### src/rtl/led_uart_mmio.sv
// LED output register plus transmit-only 8N1 UART behind a single-cycle MMIO port.
// Optional: define LED_UART_TXCNT_EN to expose a 16-bit accepted-TX-write count in UART_STAT[31:16].

`ifndef XLEN
`define XLEN 32
`endif
`ifndef ADDR_W
`define ADDR_W 32
`endif
`ifndef IO_LED_WIDTH
`define IO_LED_WIDTH 16
`endif
`ifndef IO_BASE_ADDR
`define IO_BASE_ADDR 32'h1000_0000
`endif
`ifndef IO_LED_OFFSET
`define IO_LED_OFFSET 32'h0000_0000
`endif
`ifndef IO_UART_TX_OFFSET
`define IO_UART_TX_OFFSET 32'h0000_0004
`endif
`ifndef IO_UART_STAT_OFFSET
`define IO_UART_STAT_OFFSET 32'h0000_0008
`endif
`ifndef IO_UART_STAT_BUSY_BIT
`define IO_UART_STAT_BUSY_BIT 0
`endif

module led_uart_mmio #(
  parameter int UART_DIV = 868
) (
  input  logic                     clk,
  input  logic                     rst,
  input  logic                     mmio_req,
  input  logic                     mmio_we,
  input  logic [`ADDR_W-1:0]       mmio_addr,
  input  logic [`XLEN-1:0]         mmio_wdata,
  output logic [`XLEN-1:0]         mmio_rdata,
  output logic                     mmio_ready,
  output logic [`IO_LED_WIDTH-1:0] led_out,
  output logic                     uart_tx
);

  localparam int AW     = `ADDR_W;
  localparam int XW     = `XLEN;
  localparam int LW     = `IO_LED_WIDTH;
  localparam int BAUD_W = $clog2(UART_DIV);

  localparam logic [AW-1:0] LED_ADDR  = AW'(`IO_BASE_ADDR + `IO_LED_OFFSET);
  localparam logic [AW-1:0] TX_ADDR   = AW'(`IO_BASE_ADDR + `IO_UART_TX_OFFSET);
  localparam logic [AW-1:0] STAT_ADDR = AW'(`IO_BASE_ADDR + `IO_UART_STAT_OFFSET);

  localparam logic [BAUD_W-1:0] BAUD_LAST = BAUD_W'(UART_DIV - 1);

  // Handshake: a request is taken on any rising edge with mmio_req=1 (no
  // backpressure); mmio_ready is high for exactly the next cycle and, for
  // reads, mmio_rdata carries the register value as of the sampling edge.

  typedef enum logic {
    IDLE = 1'b0,
    SEND = 1'b1
  } uart_state_e;

  uart_state_e       state_q, state_d;
  logic [9:0]        frame_q, frame_d;
  logic [BAUD_W-1:0] baud_q, baud_d;
  logic [3:0]        bit_q, bit_d;
  logic              tx_q, tx_d;
  logic [LW-1:0]     led_q, led_d;
  logic [XW-1:0]     rdata_q, rdata_d;
  logic              ready_q, ready_d;

  logic          req_wr, req_rd;
  logic          hit_led, hit_tx, hit_stat;
  logic          busy;
  logic          tx_accept;
  logic [XW-1:0] stat_val;
  logic [XW-1:0] rd_val;

  assign req_wr    = mmio_req & mmio_we;
  assign req_rd    = mmio_req & ~mmio_we;
  assign hit_led   = (mmio_addr == LED_ADDR);
  assign hit_tx    = (mmio_addr == TX_ADDR);
  assign hit_stat  = (mmio_addr == STAT_ADDR);
  assign busy      = (state_q == SEND);
  assign tx_accept = req_wr & hit_tx & ~busy;

`ifdef LED_UART_TXCNT_EN
  logic [15:0] txcnt_q, txcnt_d;

  always_comb begin
    txcnt_d = txcnt_q;
    if (tx_accept) begin
      txcnt_d = txcnt_q + 16'd1;
    end
  end

  always_ff @(posedge clk) begin
    if (rst) begin
      txcnt_q <= '0;
    end else begin
      txcnt_q <= txcnt_d;
    end
  end
`endif

  always_comb begin
    stat_val = '0;
    stat_val[`IO_UART_STAT_BUSY_BIT] = busy;
`ifdef LED_UART_TXCNT_EN
    stat_val[31:16] = txcnt_q;
`endif
  end

  always_comb begin
    rd_val = '0;
    if (hit_led) begin
      rd_val[LW-1:0] = led_q;
    end else if (hit_stat) begin
      rd_val = stat_val;
    end
  end

  always_comb begin
    led_d   = led_q;
    rdata_d = rdata_q;
    ready_d = mmio_req;
    if (req_wr && hit_led) begin
      led_d = mmio_wdata[LW-1:0];
    end
    if (req_rd) begin
      rdata_d = rd_val;
    end
  end

  // frame_q holds the 10-bit frame shifted right as bits go out; tx_q is
  // loaded with the next bit in the same edge so the line stays registered.
  always_comb begin
    state_d = state_q;
    frame_d = frame_q;
    baud_d  = baud_q;
    bit_d   = bit_q;
    tx_d    = tx_q;
    case (state_q)
      IDLE: begin
        tx_d   = 1'b1;
        baud_d = '0;
        bit_d  = '0;
        if (tx_accept) begin
          frame_d = {1'b1, mmio_wdata[7:0], 1'b0};
          tx_d    = 1'b0;
          state_d = SEND;
        end
      end
      SEND: begin
        if (baud_q == BAUD_LAST) begin
          baud_d = '0;
          if (bit_q == 4'd9) begin
            bit_d   = '0;
            tx_d    = 1'b1;
            state_d = IDLE;
          end else begin
            bit_d   = bit_q + 4'd1;
            frame_d = {1'b1, frame_q[9:1]};
            tx_d    = frame_q[1];
          end
        end else begin
          baud_d = baud_q + BAUD_W'(1);
        end
      end
      default: state_d = IDLE;
    endcase
  end

  always_ff @(posedge clk) begin
    if (rst) begin
      state_q <= IDLE;
      frame_q <= '1;
      baud_q  <= '0;
      bit_q   <= '0;
      tx_q    <= 1'b1;
      led_q   <= '0;
      rdata_q <= '0;
      ready_q <= 1'b0;
    end else begin
      state_q <= state_d;
      frame_q <= frame_d;
      baud_q  <= baud_d;
      bit_q   <= bit_d;
      tx_q    <= tx_d;
      led_q   <= led_d;
      rdata_q <= rdata_d;
      ready_q <= ready_d;
    end
  end

  assign mmio_rdata = rdata_q;
  assign mmio_ready = ready_q;
  assign led_out    = led_q;
  assign uart_tx    = tx_q;

  // Upper write-data bits and the already-sent start bit are never consumed.
  logic unused_bits;
  assign unused_bits = ^{mmio_wdata[XW-1:LW], frame_q[0]};

endmodule

### config.mk
export PLATFORM = sky130hd
export DESIGN_NAME = led_uart_mmio
export DESIGN_NICKNAME = d
export VERILOG_FILES = /design/src/rtl/led_uart_mmio.sv
export SDC_FILE = /design/constraint.sdc
export NUM_CORES = 1
export LEC_CHECK = 0
export ABC_AREA = 0
export ABC_CLOCK_PERIOD_IN_PS = 1800
export CORE_MARGIN = 4
export CORE_UTILIZATION = 37
export CTS_CLUSTER_SIZE = 8
export DETAILED_ROUTE_END_ITERATION = 10
export PLACE_DENSITY = 0.85
export REMOVE_ABC_BUFFERS = 1
export SLEW_MARGIN = 20
export SYNTH_ARGS = -nofsm -noshare
export SYNTH_HDL_FRONTEND = slang
export SYNTH_SLANG_ARGS = --single-unit
### constraint.sdc
create_clock -name clk -period 1.8 [get_ports clk]
set_input_delay 0.27 -clock clk [delete_from_list [all_inputs] [get_ports clk]]
set_output_delay 0.27 -clock clk [all_outputs]
set_load 0.02 [all_outputs]
==> reports/metrics.cfg <==
[global_routing]
antenna_found_initial = 0
grt_pass1_vias = 2298
grt_pass1_wl_mm = 11.0
grt.overflow.total = 0
grt_use_total = 0.164
grt_max_degree = 29

[pwr]
p_total_w = 0.00268
leakagePower_nw = 1.44
power.switching_w = 0.000670
p_per_area_mw_per_mm2 = 719
switching_share = 0.250
clkPwrFrac = 0.457
combPwrFrac = 0.072
irDropWorstVdd_v = 0.000461
seqPwrFrac = 0.471
p_int_w = 0.00201

[clock_network]
cts-root-buf = clkbuf_8
clk_pin_slew_worst_paths_ns = 0.07
cts_buffer_depth = 2
cts_buffers = 9
clkSinkCount = 57
clk-insertion-delay-late_ns = 0.34
cts_tree = yes
h-tree-depth = 3

[yosys]
yosys_warnings = 0
yosys.area.top_type_share = 0.454
yosysMostFrequentCell = dfxtp_1
syn_area_per_cell_um2 = 9.91
synth_area_leader_cell = dfxtp_1
synthArstFlopShare = 0
synth-main-ff-cell = dfxtp_1
synth_seq_cells = 57
seq_area_frac_synth = 0.454
postSynthCellCount = 254
ys_types = 39
synth_commonest_cells = 57 x dfxtp_1, 30 x nor2_1, 24 x mux2i_1
synth_enable_flop_cells = 0
syn-cell-area_mm2 = 0.00252
synth_area_leaders = dfxtp_1 45%, mux2i_1 9.5%, a22o_1 5.2%

[die]
die_h_um = 90.5
num_io_pins = 118
core_area_mm2 = 0.00646
die-area_mm2 = 0.00818
start_util = 0.390
die_w_um = 90.5
rows = 29

[finish]
fillers = 547
fin_area_mm2 = 0.00373
areaGrowthSynthToFinish_pct = 48.1
fin_cells = 440
postLayoutCoreUtil = 0.577
antennaDiodeCount = 0
layout-drive-gt1-share = 0.171
multi_input_area_mm2 = 0.00126
nets = 429
seq_area_mm2 = 0.00114

[setup_path]
cp_top_family = simple AND/OR/NAND/NOR gates
cp.required_ns = 2.09
worstReg2RegStart = baud_q[3]
critPathMaxFanout = 3
critPathBufInv = 0
reg2regPathDepth = 5
cp-start-kind = flop
cp.depth = 5
worstSetupEndpointType = flop
path_cells = nor4b_2 -> nand4_1 -> or3_1 -> nor3_1 -> a211o_1
arrival_ns = 2.00
critPathKind = flop to flop
cp_slowest_cell = or3_1
r2r_end = bit_q[3]
slowest_delay_ns = 0.43
r2r_slack_ns = 0.08

[hold_path]
hp-class = primary input to flop
hold_path_depth = 3
hold_start = rst
min_to = mmio_rdata[0]

[route]
wl_per_cell_um = 15.5
viasPerCell = 5.17
route.detailed.drc = 0
ant_nets = 0
route.vias.total = 2275
wl_mm = 6.82
drt_pass1_iterations = 4
dr.first_iter.drc_count = 136

[timing]
finClkSkew_ns = 0.00583
hold_viol = 0
min_period_over_period = 0.954
fmax_mhz = 583
relSlewSlack = 0.306
setup_viol = 0
period_needed_ns = 1.72
worst_slew_pin_slew_ns = 1.04
drv_slew = 0

[placed_design]
finalWeightedCongestion = 0.745
placed_area_mm2 = 0.00346
placed_cells = 418
hpwl_mm = 4.72
io_buffers = 85

[status]
status = finished clean

[job]
maxCapViolCount = 0

==> flip-flops by register name, indices dropped and copies added, names as in the netlist <==
signal / flops
frame_q: 8
baud_q: 10
busy: 1
led_out: 16
bit_q: 4
mmio_ready: 1
mmio_rdata: 16
uart_tx: 1
==> cell families (layout without fill, tap and decap cells) <==
family,count (synthesis),in the layout,synth area share
buffers and inverters,30,124,0.0761
adder cells (fa/ha/maj),3,3,0.0149
AO/OA/AOI/OAI,38,38,0.108
flip-flops,57,57,0.454
AND/OR/NAND/NOR,94,94,0.226
multiplexers,24,24,0.0955
XOR/XNOR,7,7,0.0244
other,1,16,0.00149
==> worst register-to-register path, delay by kind of cell, from the launching register on <==
family / cells / cell delay (ns)
flip-flops: 1 / 0.34
AND/OR/NAND/NOR: 4 / 1.20
AO/OA/AOI/OAI: 1 / 0.12
==> per-stage QoR <==
stage / hold slack, ns / setup TNS [ns] / setup slack [ns]
floorplan: 0.337 / -5.28 / -0.292
global placement: 0.431 / -15.96 / -0.437
detailed placement: 0.449 / -17.20 / -0.492
CTS: 0.375 / 0 / 0.000797
global route: 0.393 / -0.103 / -0.0383
finish: 0.377 / 0 / 0.0836
==> timing repair <==
item                                   4_1_cts  5_1_grt
pin swaps                                   13        3
gates resized for setup                     54        1
setup endpoints to repair                   33       34
hold buffers                                 0        0
gates cloned                                 1        1
endpoints found under the hold margin        0        0
buffers inserted                             3        1
==> layout make-up <==
type | instances | share of cell area
Clock buffer | 9 | 0.0332
Clock inverter | 7 | 0.0208
Inverter | 3 | 0.00302
Multi-Input combinational cell | 182 | 0.338
Sequential cell | 57 | 0.306
Tap cell | 77 | 0.0259
Timing Repair Buffer | 105 | 0.273
==> per-layer routing <==
layer | part of all wire | vias up | global-route usage | wire length, um
met2 | 0.49 | 100 | 0.266 | 3320
met1 | 0.41 | 1084 | 0.191 | 2820
li1 | - | 1076 | - | -
met5 | 0 | - | 0 | 0
met4 | 0.019 | 0 | 0.0816 | 131
met3 | 0.081 | 15 | 0.0575 | 553
==> power by group through the flow <==
| stage | Sequential [W] | Combinational, W | Clock, W |
|---|---|---|---|
| after CTS | 0.00126 | 0.000192 | 0.00124 |
| final | 0.00126 | 0.000193 | 0.00122 |
| after floorplan | 0.00129 | 0.0000575 | 0 |
| after detailed placement | 0.00129 | 0.000212 | 0 |
| after global placement | 0.00129 | 0.000208 | 0 |
| after global routing | 0.00126 | 0.000206 | 0.00130 |
==> layout by cell type, fill, tap and decap left out, drive strengths merged, types with 3 or more instances in the layout <==
| master | Yosys | final |
|---|---|---|
| nor4b | 3 | 3 |
| dfxtp | 57 | 57 |
| xor2 | 4 | 4 |
| nand2 | 9 | 9 |
| conb | 1 | 16 |
| clkdlybuf4s15 | 0 | 10 |
| nand3 | 3 | 3 |
| clkinv | 0 | 3 |
| o21ai | 6 | 6 |
| a22o | 15 | 15 |
| dlygate4sd2 | 0 | 14 |
| mux2i | 24 | 24 |
| nor3 | 4 | 4 |
| nand4 | 4 | 4 |
| xnor2 | 3 | 3 |
| nand3b | 3 | 3 |
| ha | 3 | 3 |
| inv | 3 | 5 |
| nor2b | 9 | 9 |
| clkbuf | 8 | 10 |
| nor2 | 40 | 40 |
| a211oi | 7 | 7 |
| buf | 19 | 25 |
| clkdlybuf4s50 | 0 | 54 |
| nor4 | 8 | 8 |
| or3 | 4 | 4 |
| a21oi | 7 | 7 |
==> worst max-delay path by stage <==
stage                  startpoint              to  slack [ns]
floorplan           mmio_addr[18]      led_out[0]       -0.29
global placement    mmio_addr[10]   mmio_rdata[0]       -0.44
detailed placement  mmio_addr[10]  mmio_rdata[11]       -0.49
CTS                     baud_q[6]        bit_q[3]      0.0008
global route            baud_q[6]        bit_q[3]       -0.04
finish                  baud_q[3]        bit_q[3]        0.08
Power figures use the tool's default switching activity.
